--- config.mk ---
export PLATFORM = sky130hd
export DESIGN_NAME = fetch_sequencer
export DESIGN_NICKNAME = d
export VERILOG_FILES = /design/src/rtl/fetch_sequencer.sv
export SDC_FILE = /design/constraint.sdc
export NUM_CORES = 1
export LEC_CHECK = 0
export BUFFER_PORTS_ARGS = -buffer_cell sky130_fd_sc_hd__buf_2
export CAP_MARGIN = 10
export CELL_PAD_IN_SITES_DETAIL_PLACEMENT = 0
export CELL_PAD_IN_SITES_GLOBAL_PLACEMENT = 2
export CORE_MARGIN = 5
export CORE_UTILIZATION = 34
export CTS_BUF_LIST = sky130_fd_sc_hd__clkbuf_16
export DETAILED_ROUTE_END_ITERATION = 10
export HOLD_SLACK_MARGIN = 0.08
export PLACE_DENSITY_LB_ADDON = 0.1
export RECOVER_POWER = 25
export SYNTH_ARGS = -nofsm -noshare
export SYNTH_HDL_FRONTEND = slang
export SYNTH_SLANG_ARGS = --single-unit
--- constraint.sdc ---
create_clock -name clk -period 3.25 [get_ports clk]
set_input_delay 0.1625 -clock clk [delete_from_list [all_inputs] [get_ports clk]]
set_output_delay 0.1625 -clock clk [all_outputs]
set_load 0.01 [all_outputs]
--- src/rtl/fetch_sequencer.sv ---
// Instruction fetch sequencer: FETCH -> WAIT -> ISSUE loop with redirect squashing and a sticky HALT.
// Optional FETCH_STALL_CNT_EN adds a saturating 16-bit downstream stall counter output (stall_cnt).
module fetch_sequencer #(
    parameter int                 ADDR_W   = 8,
    parameter logic [ADDR_W-1:0]  RESET_PC = '0
) (
    input  logic              clk,
    input  logic              rst_n,
    output logic              imem_req,
    output logic [ADDR_W-1:0] imem_addr,
    input  logic              imem_rvalid,
    input  logic [15:0]       imem_rdata,
    output logic              instr_valid,
    input  logic              instr_ready,
    output logic [15:0]       instr_data,
    output logic [ADDR_W-1:0] instr_pc,
    input  logic              redirect_valid,
    input  logic [ADDR_W-1:0] redirect_pc,
    output logic              halted
`ifdef FETCH_STALL_CNT_EN
    ,
    output logic [15:0]       stall_cnt
`endif
);

    typedef enum logic [1:0] {ST_FETCH, ST_WAIT, ST_ISSUE, ST_HALT} state_t;

    state_t              state_q, state_d;
    logic [ADDR_W-1:0]   pc_q, pc_d;
    logic                squash_q, squash_d;
    logic                req_q, req_d;
    logic                valid_q, valid_d;
    logic                halted_q, halted_d;
    logic [15:0]         data_q, data_d;
    logic [ADDR_W-1:0]   ipc_q, ipc_d;
    logic [ADDR_W-1:0]   pc_inc;
    logic                is_halt_op;
    logic                pending;

    assign pc_inc     = pc_q + ADDR_W'(1);
    assign is_halt_op = (data_q[15:12] == 4'b0110) || data_q[15];

    // A request is still owed a response if one was issued and its rvalid has not yet been seen.
    assign pending = ((state_q == ST_WAIT) && !imem_rvalid) ||
                     ((state_q == ST_FETCH) && (req_q || (squash_q && !imem_rvalid)));

    always_comb begin
        state_d  = state_q;
        pc_d     = pc_q;
        squash_d = squash_q;
        req_d    = req_q;
        valid_d  = valid_q;
        halted_d = halted_q;
        data_d   = data_q;
        ipc_d    = ipc_q;
        if (redirect_valid && (state_q != ST_HALT)) begin
            state_d  = ST_FETCH;
            pc_d     = redirect_pc;
            squash_d = pending;
            req_d    = !pending;
            valid_d  = 1'b0;
        end else begin
            case (state_q)
                ST_FETCH: begin
                    // req_q low here means either the first cycle after reset or a squash drain.
                    if (req_q) begin
                        req_d   = 1'b0;
                        state_d = ST_WAIT;
                    end else if (!squash_q || imem_rvalid) begin
                        req_d    = 1'b1;
                        squash_d = 1'b0;
                    end
                end
                ST_WAIT: begin
                    if (imem_rvalid) begin
                        data_d  = imem_rdata;
                        ipc_d   = pc_q;
                        valid_d = 1'b1;
                        state_d = ST_ISSUE;
                    end
                end
                ST_ISSUE: begin
                    if (instr_ready) begin
                        valid_d = 1'b0;
                        pc_d    = pc_inc;
                        if (is_halt_op) begin
                            state_d  = ST_HALT;
                            halted_d = 1'b1;
                        end else begin
                            state_d = ST_FETCH;
                            req_d   = 1'b1;
                        end
                    end
                end
                default: begin
                end
            endcase
        end
    end

    always_ff @(posedge clk or negedge rst_n) begin
        if (!rst_n) begin
            state_q  <= ST_FETCH;
            pc_q     <= RESET_PC;
            squash_q <= 1'b0;
            req_q    <= 1'b0;
            valid_q  <= 1'b0;
            halted_q <= 1'b0;
            data_q   <= 16'h0000;
            ipc_q    <= '0;
        end else begin
            state_q  <= state_d;
            pc_q     <= pc_d;
            squash_q <= squash_d;
            req_q    <= req_d;
            valid_q  <= valid_d;
            halted_q <= halted_d;
            data_q   <= data_d;
            ipc_q    <= ipc_d;
        end
    end

    assign imem_req    = req_q;
    assign imem_addr   = pc_q;
    assign instr_valid = valid_q;
    assign instr_data  = data_q;
    assign instr_pc    = ipc_q;
    assign halted      = halted_q;

`ifdef FETCH_STALL_CNT_EN
    logic [15:0] stall_cnt_q;

    always_ff @(posedge clk or negedge rst_n) begin
        if (!rst_n) begin
            stall_cnt_q <= 16'h0000;
        end else if (valid_q && !instr_ready && (stall_cnt_q != 16'hFFFF)) begin
            stall_cnt_q <= stall_cnt_q + 16'h0001;
        end
    end

    assign stall_cnt = stall_cnt_q;
`endif

endmodule

Yosys cells after proc, flatten, opt, wreduce, memory -nomap -nowiden
Cells that the tools add are included.
{ "op_classes": {"add_sub_neg": 1, "n_eq_ne": 9, "muxes": 23, "bitwise": 1, "reduce_logical": 26} }
{ "op_table": {"columns": ["op", "n"], "rows": [
  ["8-bit 2-to-1 mux", 3],
  ["1-bit 2-to-1 mux", 12],
  ["3-bit AND reduction", 4],
  ["2-bit 2-to-1 mux", 5],
  ["8-bit by 1-bit adder with 8-bit output (second input constant)", 1],
  ["4-bit AND reduction", 2],
  ["2-bit nonzero test", 4],
  ["3-bit by 2-bit inequality test with 1-bit output (second input constant)", 2],
  ["3-bit inequality test (second input constant)", 2],
  ["2-bit case mux with 3 select lines", 1],
  ["3-bit nonzero test", 2],
  ["4-bit by 3-bit equality test with 1-bit output (second input constant)", 1],
  ["1-bit logical AND", 4],
  ["1-bit logical OR", 4],
  ["1-bit case mux with 2 select lines", 2],
  ["4-bit nonzero test", 1],
  ["1-bit logical NOT", 3],
  ["2-bit by 1-bit equality test with 1-bit output (second input constant)", 1],
  ["2-bit equality test (second input constant)", 1],
  ["2-bit logical NOT", 1],
  ["2-bit by 1-bit inequality test with 1-bit output (second input constant)", 1],
  ["2-bit inequality test (second input constant)", 1],
  ["2-bit AND reduction", 1],
  ["1-bit NOT", 1]
]} }
{ "totals": {"register_bits": 38, "in_bits": 29} }

Longest topological paths before layout
Gate-level depths: netlist of run 1.
{ "logic_depth": {"ltp_word": 7, "ltp_mapped": 7, "mapped_depth_nobuf": 6} }

Least setup slack after synthesis of run 1
Ideal clock, no wire load.
{ "synth_timing": {"kind": "reg-to-reg", "startpoint": "reg state_q[0]", "endpoint": "reg data_q[14] (netlist: instr_data[14])", "setup_time_ns": 0.125, "arrival_time_ns": 1.512, "path_slack_ns": 1.613, "path_stages_with_launch": 7, "path_cell_list": "dfrtp_1 > ha_1 > nand2b_4 > and3_4 > buf_6 > buf_8 > mux2_4"} }
{ "synth_via": {"elab_chain_cells": 4} }
{ "synth_rtl": {"columns": ["item", "line_no", "source"], "rows": [
  ["start, declared", "28", "state_t state_q, state_d;"],
  ["start signal, assigned", "112", "state_q <= state_d;"],
  ["2-bit inequality test", "56", "if (redirect_valid && (state_q != ST_HALT)) begin"],
  ["1-bit logical AND", "56", null],
  ["1-bit NOT (no line)", null, null],
  ["3-bit AND reduction (no line) *", null, null],
  ["end signal, assigned", "118", "data_q <= data_d;"],
  ["end, declared", "34", "logic [15:0] data_q, data_d;"]
]} }
Mark *: on every way between the ends. The rest lies on a longest branch, timed or not.
A chain may end at the register's enable or synchronous reset.

Final worst setup path of run 1
{ "layout_timing": {"startpoint": "reg state_q[0]", "endpoint": "reg data_q[10] (netlist: instr_data[10])"} }
The elaborated chain is that of the path after synthesis.

==> run_results.csv, run 1 <==
group,metric,value,unit
run_status,status,"completed",
floorplan,ioPinCount,64,
route,drt_iter0_markers,44,
clocking,htreeDepth,2,
yosys,seq_area_frac_synth,0.516,
final_layout,nFillCells,503,
pwr,power_density,858,mW/mm^2
final_layout,postLayoutCellArea,0.00231,sq mm
clocking,cts_repair_resize_count,0,
placement,io_buffer_count,63,
route,vias_per_cell,4.66,
global_route,grt_pass1_vias,1420,
critical_path,slowest_delay,0.49,ns
floorplan,die-area,0.00699,sq mm
sta,drv_slew,0,
critical_path,worstSetupEndpointType,"register",
pwr,leakage,0.00105,uW
final_layout,nNetsFinal,242,
critical_path,reg2reg_depth,4,
sta,finClkSkew,0.00315,ns
pwr,p_int,1330,uW
placement,gp_congestion,0.828,
route,ant_nets,0,
sta,hold_viol_final,0,
floorplan,die_h,83.6,um
pwr,power.clock.fraction,0.229,
placement,placedCellCount,270,
yosys,synth_edf_count,0,
yosys,async_flop_share,1.00,
sta,clock.fmax,558,MHz
pwr,p_switching,657,uW
yosys,ys_types,34,
global_route,grt.overflow.total,0,
floorplan,rows,26,
pwr,swShare,0.331,
final_layout,regArea,951,sq um
pwr,seq_power_share,0.398,
final_layout,multiInputGateArea,817,sq um
critical_path,cpMaxStageDelayCell,"and3_4",
clocking,clk_latency,0.27,ns
sta,fin_tns_setup,0,ns
hold_path,worstHoldPathCells,3,
sta,final-setup-viol-count,0,
final_layout,instances_no_fill,279,
placement,placedInstanceArea,0.00220,sq mm
sta,hold_slack,0.0917,ns
global_route,grt_pass1_wl,6.76,mm
clocking,cts_tree,"built",
route,wl,4.08,mm
yosys,syn_inst,142,
job,drv_cap,0,
final_layout,drive_gt1_frac,0.316,
placement,hpwl,2.93,mm
yosys,synth_fp_nets,176,
route,vias,1301,
yosys,ys.flop_type,"dfrtp_1",
pwr,ir_worst_vdd,0.000316,V
critical_path,path_class,"register to register",
critical_path,critPathRequiredTime,3.40,ns
sta,min_period_over_period,0.551,
sta,tightest_slew,0.862,ns
floorplan,core_area,0.00517,sq mm
route,drc_errors,0,
final_layout,area_growth,25.6,%
critical_path,path_max_fanout,25,
yosys,synth_warnings,0,
sta,fin_crit,1.79,ns
final_layout,fin_util,0.448,
hold_path,hold_class,"primary input to register",
sta,relSlewSlack,0.425,
clocking,cts_buffers,5,
yosys,synth_seq_cells,38,
critical_path,path_cells,"ha_1, nand2b_4, and3_4, mux2_1",
global_route,antenna_found_initial,0,
pwr,p_comb_frac,0.373,
yosys,netlist_area,0.00184,sq mm
global_route,grt_max_degree,39,
floorplan,die_w,83.6,um
clocking,path_clk_slew,0.06,ns
yosys,syn_area_per_cell,13.0,sq um
global_route,grt_use_total,0.118,
critical_path,cp.arrival,1.94,ns
clocking,cts_num_sinks,38,
clocking,cts-root-buf,"clkbuf_16",
critical_path,start_kind,"register",
route,post_drt_wl_per_cell,14.6,um
route,drt-pass1-iter-count,4,
floorplan,start_util,0.356,
sta,rsz0062_at_grt,"false",
final_layout,antenna-diode-count,0,
clocking,clockBufferDepth,2,
[per-stage QoR]
| stage | total power [uW] | setup slack [ns] |
|---|---|---|
| CTS | 2050 | 1.46 |
| global placement | 1580 | 1.51 |
| global route | 2130 | 1.36 |
| detailed placement | 1580 | 1.47 |
| floorplan | 1310 | 1.61 |
| finish | 1990 | 1.46 |
[sequential cells by signal (all words and copies together) (netlist names)]
| signal | cells |
|---|---|
| imem_req | 1 |
| state_q | 2 |
| halted | 1 |
| instr_data | 16 |
| instr_pc | 8 |
| squash_q | 1 |
| instr_valid | 1 |
| imem_addr | 8 |
[kinds of logic (layout without fill, tap and decap cells)]
kind of cell / after synthesis / count (layout) / synth area share
compound gates: 25 / 25 / 0.0964
buf+inv: 11 / 78 / 0.0407
xor+xnor: 7 / 7 / 0.0333
mux: 25 / 25 / 0.189
fa+ha+maj: 5 / 5 / 0.0339
simple gates: 31 / 31 / 0.0910
flops: 38 / 38 / 0.516
[routing by layer]
metal | wire [um] | global-route usage
met5 | 0 | 0
met4 | 36 | 0.0439
met3 | 316 | 0.0355
met2 | 1800 | 0.185
met1 | 1920 | 0.154
[power groups by stage]
stage          Combinational, uW  Sequential, uW  Clock [uW]
2_1_floorplan                445             861           0
3_3_place_gp                 786             789           0
3_5_place_dp                 794             790           0
4_1_cts                      798             786         471
5_1_grt                      819             822         488
6_report                     740             791         455
[timing repair]
| action | in CTS | in global routing |
|---|---|---|
| hold buffers | 1 | 0 |
| hold endpoints to repair | 38 | 0 |
| setup buffers | 0 | 0 |
[worst max-delay path: cells and delay by family (launching register included)]
kind	cells	cell delay [ns]
mux	1	0.37
simple gates	2	0.65
fa+ha+maj	1	0.25
flops	1	0.39
[cells in the final DEF, fill, tap and decap left out, drive strengths merged, types with 4 or more instances in the layout]
cell type,instances
a21oi,4
buf,37
clkbuf,32
dfrtp,38
ha,5
inv,5
mux2,24
nand2,13
nand4,4
nor2b,4
o21ai,11
xor2,6
[final cells by class]
cell class              count  area share
flip-flops and latches     38       0.411
repair buffers             65       0.129
multi-input cells          93       0.353
inverters                   5     0.00811
clock buffers               5      0.0541
clock inverters             3     0.00703
well taps                  70      0.0378
[cells in the mapped netlist, types with 2 or more instances]
library cell	count	area (sq um)
a21oi_1	4	20.0
dfrtp_1	38	951
nand2_1	13	48.8
o21ai_1	10	50.1
nor2b_1	4	25.0
ha_1	5	62.6
buf_2	3	15.0
mux2_4	18	270
and3_1	2	12.5
a31o_1	2	17.5
inv_1	5	18.8
mux2_1	5	56.3
buf_8	2	30.0
xor2_1	6	52.6
nand4_1	4	25.0
nor2_1	3	11.3
[worst paths after layout]
check                                    start              to  slack (ns)
worst max register to register      state_q[0]  instr_data[10]        1.46
max in group asynchronous                rst_n      state_q[1]        2.17
worst min register to register   instr_data[9]   instr_data[9]        0.48
min in group asynchronous                rst_n   instr_data[9]        0.54
worst max-delay path                state_q[0]  instr_data[10]        1.46
worst min-delay path            redirect_pc[3]    imem_addr[3]        0.09
No activity file was read; power rests on OpenSTA's default activity.
==> run 2: changes to the inputs <==
--- a/config.mk
+++ b/config.mk
@@ -5,12 +5,13 @@
 export SDC_FILE = /design/constraint.sdc
 export NUM_CORES = 1
 export LEC_CHECK = 0
+export ABC_AREA = 1
 export BUFFER_PORTS_ARGS = -buffer_cell sky130_fd_sc_hd__buf_2
 export CAP_MARGIN = 10
 export CELL_PAD_IN_SITES_DETAIL_PLACEMENT = 0
 export CELL_PAD_IN_SITES_GLOBAL_PLACEMENT = 2
 export CORE_MARGIN = 5
-export CORE_UTILIZATION = 34
+export CORE_UTILIZATION = 25
 export CTS_BUF_LIST = sky130_fd_sc_hd__clkbuf_16
 export DETAILED_ROUTE_END_ITERATION = 10
 export HOLD_SLACK_MARGIN = 0.08
==> constraint.sdc (replaced) <==
create_clock -name clk -period 1.6 [get_ports clk]
set_input_delay 0.08 -clock clk [delete_from_list [all_inputs] [get_ports clk]]
set_output_delay 0.08 -clock clk [all_outputs]
set_load 0.01 [all_outputs]
==> run 2 against run 1 <==
  * Final area rose by 20%
  * Global-route usage shrank 0.57 points
  * Cell count grew 55%
==> run_results.csv, run 2 <==
group,metric,value,unit
run_status,status,"completed",
global_route,grt_pass1_vias,1733,
sta,fin_crit,1.47,ns
clocking,cts_tree,"built",
sta,final-setup-viol-count,0,
critical_path,path_class,"register to register",
hold_path,worstHoldStart,"redirect_pc[6]",
critical_path,r2r_start,"state_q[0]",
yosys,synth_seq_cells,38,
sta,hold_viol_final,0,
sta,drv_slew,0,
yosys,async_flop_share,1.00,
critical_path,worstSetupEndpointType,"register",
yosys,synth_fp_nets,277,
route,wl,5.10,mm
route,drc_errors,0,
route,vias,1733,
critical_path,critPathRequiredTime,1.80,ns
global_route,grt_pass1_wl,8.71,mm
pwr,ir_worst_vdd,0.000628,V
hold_path,worstHoldPathCells,5,
yosys,synth_commonest_cells,"nand2_1 (74), inv_1 (41), dfrtp_1 (38)",
final_layout,drive_gt1_frac,0.270,
floorplan,ioPinCount,64,
floorplan,die_w,98.0,um
floorplan,die-area,0.00961,sq mm
sta,finClkSkew,0.00306,ns
critical_path,crit_family,"flip-flops",
floorplan,start_util,0.253,
yosys,synth_top_area_frac,0.491,
final_layout,antenna-diode-count,0,
route,post_drt_wl_per_cell,11.8,um
critical_path,r2r_end,"imem_addr[1]",
floorplan,die_h,98.0,um
final_layout,layout_commonest_cell,"nand2_1",
clocking,cts_buffers,5,
critical_path,cpMaxStageDelayCell,"dfrtp_1",
final_layout,largest_reg_flops,16,
yosys,synth_warnings,0,
route,wl_met2,2.04,mm
yosys,seq_area_frac_synth,0.491,
yosys,syn_inst,243,
sta,min_period_over_period,0.918,
global_route,grt_use_total,0.112,
hold_path,hold_path_end,"imem_addr[6]",
critical_path,path_cells,"inv_1, ha_2, inv_2, o21ai_4, buf_12, nor2_1, a31oi_2",
critical_path,cp.arrival,1.67,ns
critical_path,start_kind,"register",
clocking,path_clk_slew,0.06,ns
yosys,synth.area.top_cells,"dfrtp_1 (49%), nand2_1 (14%), inv_1 (7.9%), o21ai_0 (6.2%), nand3_1 (3.9%)",
clocking,cts_num_sinks,38,
final_layout,nNetsFinal,363,
global_route,grt_max_degree,49,
floorplan,rows,32,
clocking,cts-root-buf,"clkbuf_16",
yosys,syn_area_per_cell,7.98,sq um
yosys,netlist_area,0.00194,sq mm
sta,hold_slack,0.0906,ns
job,drv_cap,0,
sta,tightest_slew,1.13,ns
pwr,power_density,1750,mW/mm^2
critical_path,path_max_fanout,8,
route,vias_per_cell,4.01,
placement,place_ws,0.0696,ns
yosys,synth_top_cell_by_area,"dfrtp_1",
sta,clock.fmax,681,MHz
route,met1_length,2.68,mm
placement,hpwl,3.74,mm
final_layout,area_growth,42.9,%
final_layout,final_cell_mix,"nand2_1 (74), buf_2 (62), inv_1 (40), dfrtp_1 (38), o21ai_0 (23)",
final_layout,instances_no_fill,432,
placement,gp_congestion,0.729,
route,ant_nets,0,
critical_path,slowest_delay,0.41,ns
yosys,yosysMostFrequentCell,"nand2_1",
clocking,htreeDepth,2,
yosys,synth_edf_count,0,
yosys,ys_types,26,
yosys,ys.flop_type,"dfrtp_1",
floorplan,core_area,0.00765,sq mm
placement,placedCellCount,404,
global_route,antenna_found_initial,0,
route,met3_length,300,um
sta,fin_tns_setup,0,ns
pwr,leakage,0.00152,uW
clocking,clockBufferDepth,2,
critical_path,r2r_setup_slack,0.13,ns
clocking,clk_latency,0.28,ns
route,drt-pass1-iter-count,4,
global_route,grt.overflow.total,0,
sta,setup_ws,0.131,ns
placement,io_buffer_count,63,
sta,relSlewSlack,0.245,
route,drt_iter0_markers,80,
critical_path,cp_num_buf_inv,3,
route,highest_layer,"met4",
hold_path,hold_class,"primary input to register",
critical_path,reg2reg_depth,7,
run 2: cell types whose count changed after synthesis, moves of 5 or more:
| cell | previous run | this run |
|---|---|---|
| nand3_1 | 0 | 15 |
| mux2_4 | 18 | 0 |
| nor2_1 | 3 | 11 |
| mux2_1 | 5 | 0 |
| inv_1 | 5 | 41 |
| o21ai_0 | 1 | 24 |
| nand2_1 | 13 | 74 |
run 2: power by group:
part	internal [uW]	switching [uW]
clock	888	401
combinational	785	1060
sequential	1390	316
run 2: stage by stage:
step	utilization	instance area [sq um]	total power [uW]
finish	0.362	2770	4850
global route	0.362	2770	5280
CTS	0.358	2740	4920
detailed placement	0.312	2380	3570
global placement	0.312	2380	3580
floorplan	-	1940	2820
run 2: repair_timing:
action,in CTS,in global routing
resized for setup,0,4
endpoints found under the setup margin,0,9
setup buffers,0,3
hold buffers,17,0
hold endpoints to repair,34,0
run 2: worst max path at each step:
stage	startpoint	endpoint	slack, ns	cells past startpoint
5_1_grt	state_q[0]	state_q[1]	-0.002	9
3_3_place_gp	state_q[0]	imem_addr[1]	0.06	7
4_1_cts	state_q[0]	imem_addr[1]	0.06	7
6_report	state_q[0]	imem_addr[1]	0.13	7
3_5_place_dp	state_q[0]	imem_addr[1]	0.07	7
2_1_floorplan	state_q[0]	imem_addr[4]	0.24	8
run 2: cell type report:
cell class	count	area [sq um]
clock inverters	3	63.8
fillers	836	4880
flip-flops and latches	38	951
multi-input cells	153	763
clock buffers	5	125
inverters	44	165
well taps	102	128
repair buffers	87	574
run 2: worst reg2reg max path, stage by stage (launching register included):
cell	delay, ns
dfrtp_1	0.41
inv_1	0.09
ha_2	0.23
inv_2	0.08
o21ai_4	0.24
buf_12	0.16
nor2_1	0.05
a31oi_2	0.13
run 2: cells by family after synthesis:
logic type               Yosys count  share of synthesized area
XOR/XNOR                           2                    0.00904
AO/OA/AOI/OAI                     43                      0.131
AND/OR/NAND/NOR                  103                      0.218
adder cells (fa/ha/maj)            5                     0.0323
buffers and inverters             52                      0.119
flip-flops                        38                      0.491
run 2: per-layer routing:
layer,global-route usage,up-vias
met5,0,-
met3,0.0329,6
met2,0.160,46
met1,0.163,760
li1,-,921
met4,0.0351,0
==> run 3: changes to the inputs <==
==> constraint.sdc (replaced) <==
create_clock -name clk -period 1.6 [get_ports clk]
set_input_delay 0.08 -clock clk [delete_from_list [all_inputs] [get_ports clk]]
set_output_delay 0.08 -clock clk [all_outputs]
set_load 0.005 [all_outputs]
==> run 3 against run 2 <==
  * Global-route usage unchanged
  * Core utilization about the same
  * First-iteration DRC count unchanged
  * Total power down 3.5%
  * Highest routed layer unchanged
==> run_results.csv, run 3 (synthesis results as in run 2) <==
group,metric,value,unit
route,ant_nets,0,
sta,relSlewSlack,0.244,
final_layout,area_growth,42.8,%
route,vias,1733,
placement,placedCellCount,404,
critical_path,worstSetupEndpointType,"register",
pwr,power_density,1690,mW/mm^2
hold_path,hold_class,"primary input to register",
critical_path,path_max_fanout,8,
sta,drv_slew,0,
final_layout,drive_gt1_frac,0.264,
sta,min_period_over_period,0.918,
final_layout,multiInputGateArea,763,sq um
pwr,p_int,3050,uW
route,post_drt_wl_per_cell,11.8,um
critical_path,path_cells,"inv_1, ha_2, inv_2, o21ai_4, buf_12, nor2_1, a31oi_2",
critical_path,cp_num_buf_inv,3,
final_layout,final_cell_mix,"nand2_1 (74), buf_2 (60), inv_1 (40), dfrtp_1 (38), o21ai_0 (23)",
global_route,antenna_found_initial,0,
run_status,status,"completed",
final_layout,largest_reg_flops,16,
global_route,grt.overflow.total,0,
floorplan,die_w,98.0,um
clocking,clockBufferDepth,2,
floorplan,rows,32,
final_layout,fin_util,0.362,
critical_path,cp.arrival,1.67,ns
global_route,grt_pass1_wl,8.71,mm
job,drv_cap,0,
floorplan,ioPinCount,64,
critical_path,slowest_delay,0.41,ns
route,drt_iter0_markers,80,
pwr,seq_power_share,0.366,
critical_path,start_kind,"register",
final_layout,instances_no_fill,432,
clocking,cts-root-buf,"clkbuf_16",
pwr,finalPower,4680,uW
sta,fin_tns_setup,0,ns
final_layout,layout_commonest_cell,"nand2_1",
critical_path,crit_family,"flip-flops",
final_layout,nNetsFinal,363,
clocking,clk_latency,0.28,ns
floorplan,die_h,98.0,um
clocking,htreeDepth,2,
sta,final-setup-viol-count,0,
placement,hpwl,3.74,mm
clocking,cts_num_sinks,38,
route,drt-pass1-iter-count,4,
final_layout,antenna-diode-count,0,
final_layout,regArea,951,sq um
sta,finClkSkew,0.00307,ns
pwr,power.clock.fraction,0.276,
pwr,p_switching,1620,uW
floorplan,die-area,0.00961,sq mm
global_route,grt_max_degree,49,
pwr,leakage,0.00152,uW
global_route,grt_pass1_vias,1733,
sta,hold_viol_final,0,
sta,clock.fmax,681,MHz
clocking,path_clk_slew,0.06,ns
sta,setup_ws,0.131,ns
sta,tightest_slew,1.13,ns
route,vias_per_cell,4.01,
placement,place_ws,0.0696,ns
floorplan,core_area,0.00765,sq mm
floorplan,start_util,0.253,
pwr,swShare,0.347,
pwr,ir_worst_vdd,0.000609,V
placement,io_buffer_count,63,
critical_path,critPathRequiredTime,1.80,ns
critical_path,cpMaxStageDelayCell,"dfrtp_1",
clocking,cts_tree,"built",
route,drc_errors,0,
placement,gp_congestion,0.729,
clocking,cts_buffers,5,
critical_path,path_class,"register to register",
route,wl,5.11,mm
sta,fin_crit,1.47,ns
global_route,grt_use_total,0.112,
final_layout,nFillCells,836,
pwr,p_comb_frac,0.359,
-- run 3: cell count changes in the layout (fill, tap and decap cells not counted), sizes merged --
| cell | previous run | this run |
|---|---|---|
| buf | 69 | 67 |
| clkbuf | 6 | 8 |
-- run 3: layout make-up --
| cell class | count | area share |
|---|---|---|
| Clock buffer | 5 | 0.0452 |
| Timing Repair Buffer | 87 | 0.207 |
| Inverter | 44 | 0.0597 |
| Sequential cell | 38 | 0.344 |
| Multi-Input combinational cell | 153 | 0.276 |
| Tap cell | 102 | 0.0461 |
| Clock inverter | 3 | 0.0231 |
-- run 3: worst register-to-register path: stages (launching register included) --
cell	delay [ns]
dfrtp_1	0.41
inv_1	0.09
ha_2	0.23
inv_2	0.08
o21ai_4	0.24
buf_12	0.16
nor2_1	0.05
a31oi_2	0.13
-- run 3: path summary, 6_finish.rpt --
path | startpoint | endpoint | slack, ns | depth (start not counted)
min | redirect_pc[6] | imem_addr[6] | 0.09 | 5
max reg2reg | state_q[0] | imem_addr[1] | 0.13 | 7
min in group asynchronous | rst_n | instr_data[4] | 0.54 | 2
min reg2reg | halted | halted | 0.47 | 1
max | state_q[0] | imem_addr[1] | 0.13 | 7
max in group asynchronous | rst_n | imem_addr[6] | 0.37 | 3
-- run 3: stage by stage --
| stage | hold WS, ns | instance area [sq um] |
|---|---|---|
| 6_report | 0.0906 | 2770 |
| 5_1_grt | 0.124 | 2770 |
| 4_1_cts | 0.0894 | 2740 |
| 3_5_place_dp | 0.0782 | 2380 |
| 3_3_place_gp | 0.0791 | 2380 |
| 2_1_floorplan | -0.216 | 1940 |
-- run 3: what timing repair did --
item,CTS,global route
endpoints found under the hold margin,34,0
hold buffers,17,0
resized for setup,0,4
setup buffers,0,3
setup endpoints to repair,0,9
-- run 3: per-layer routing --
layer	global-route usage	wire length, um	vias up
met4	0.0351	77	0
met2	0.160	2050	44
met1	0.163	2660	762
met5	0	0	-
li1	-	-	921
met3	0.0329	312	6
-- run 3: power by group through the flow --
| stage | Combinational (uW) | Sequential [uW] | Clock, uW |
|---|---|---|---|
| final | 1680 | 1710 | 1290 |
| after global routing | 1960 | 1790 | 1360 |
| after CTS | 1710 | 1720 | 1330 |
| after detailed placement | 1670 | 1730 | 0 |
| after global placement | 1700 | 1720 | 0 |
| after floorplan | 939 | 1730 | 0 |
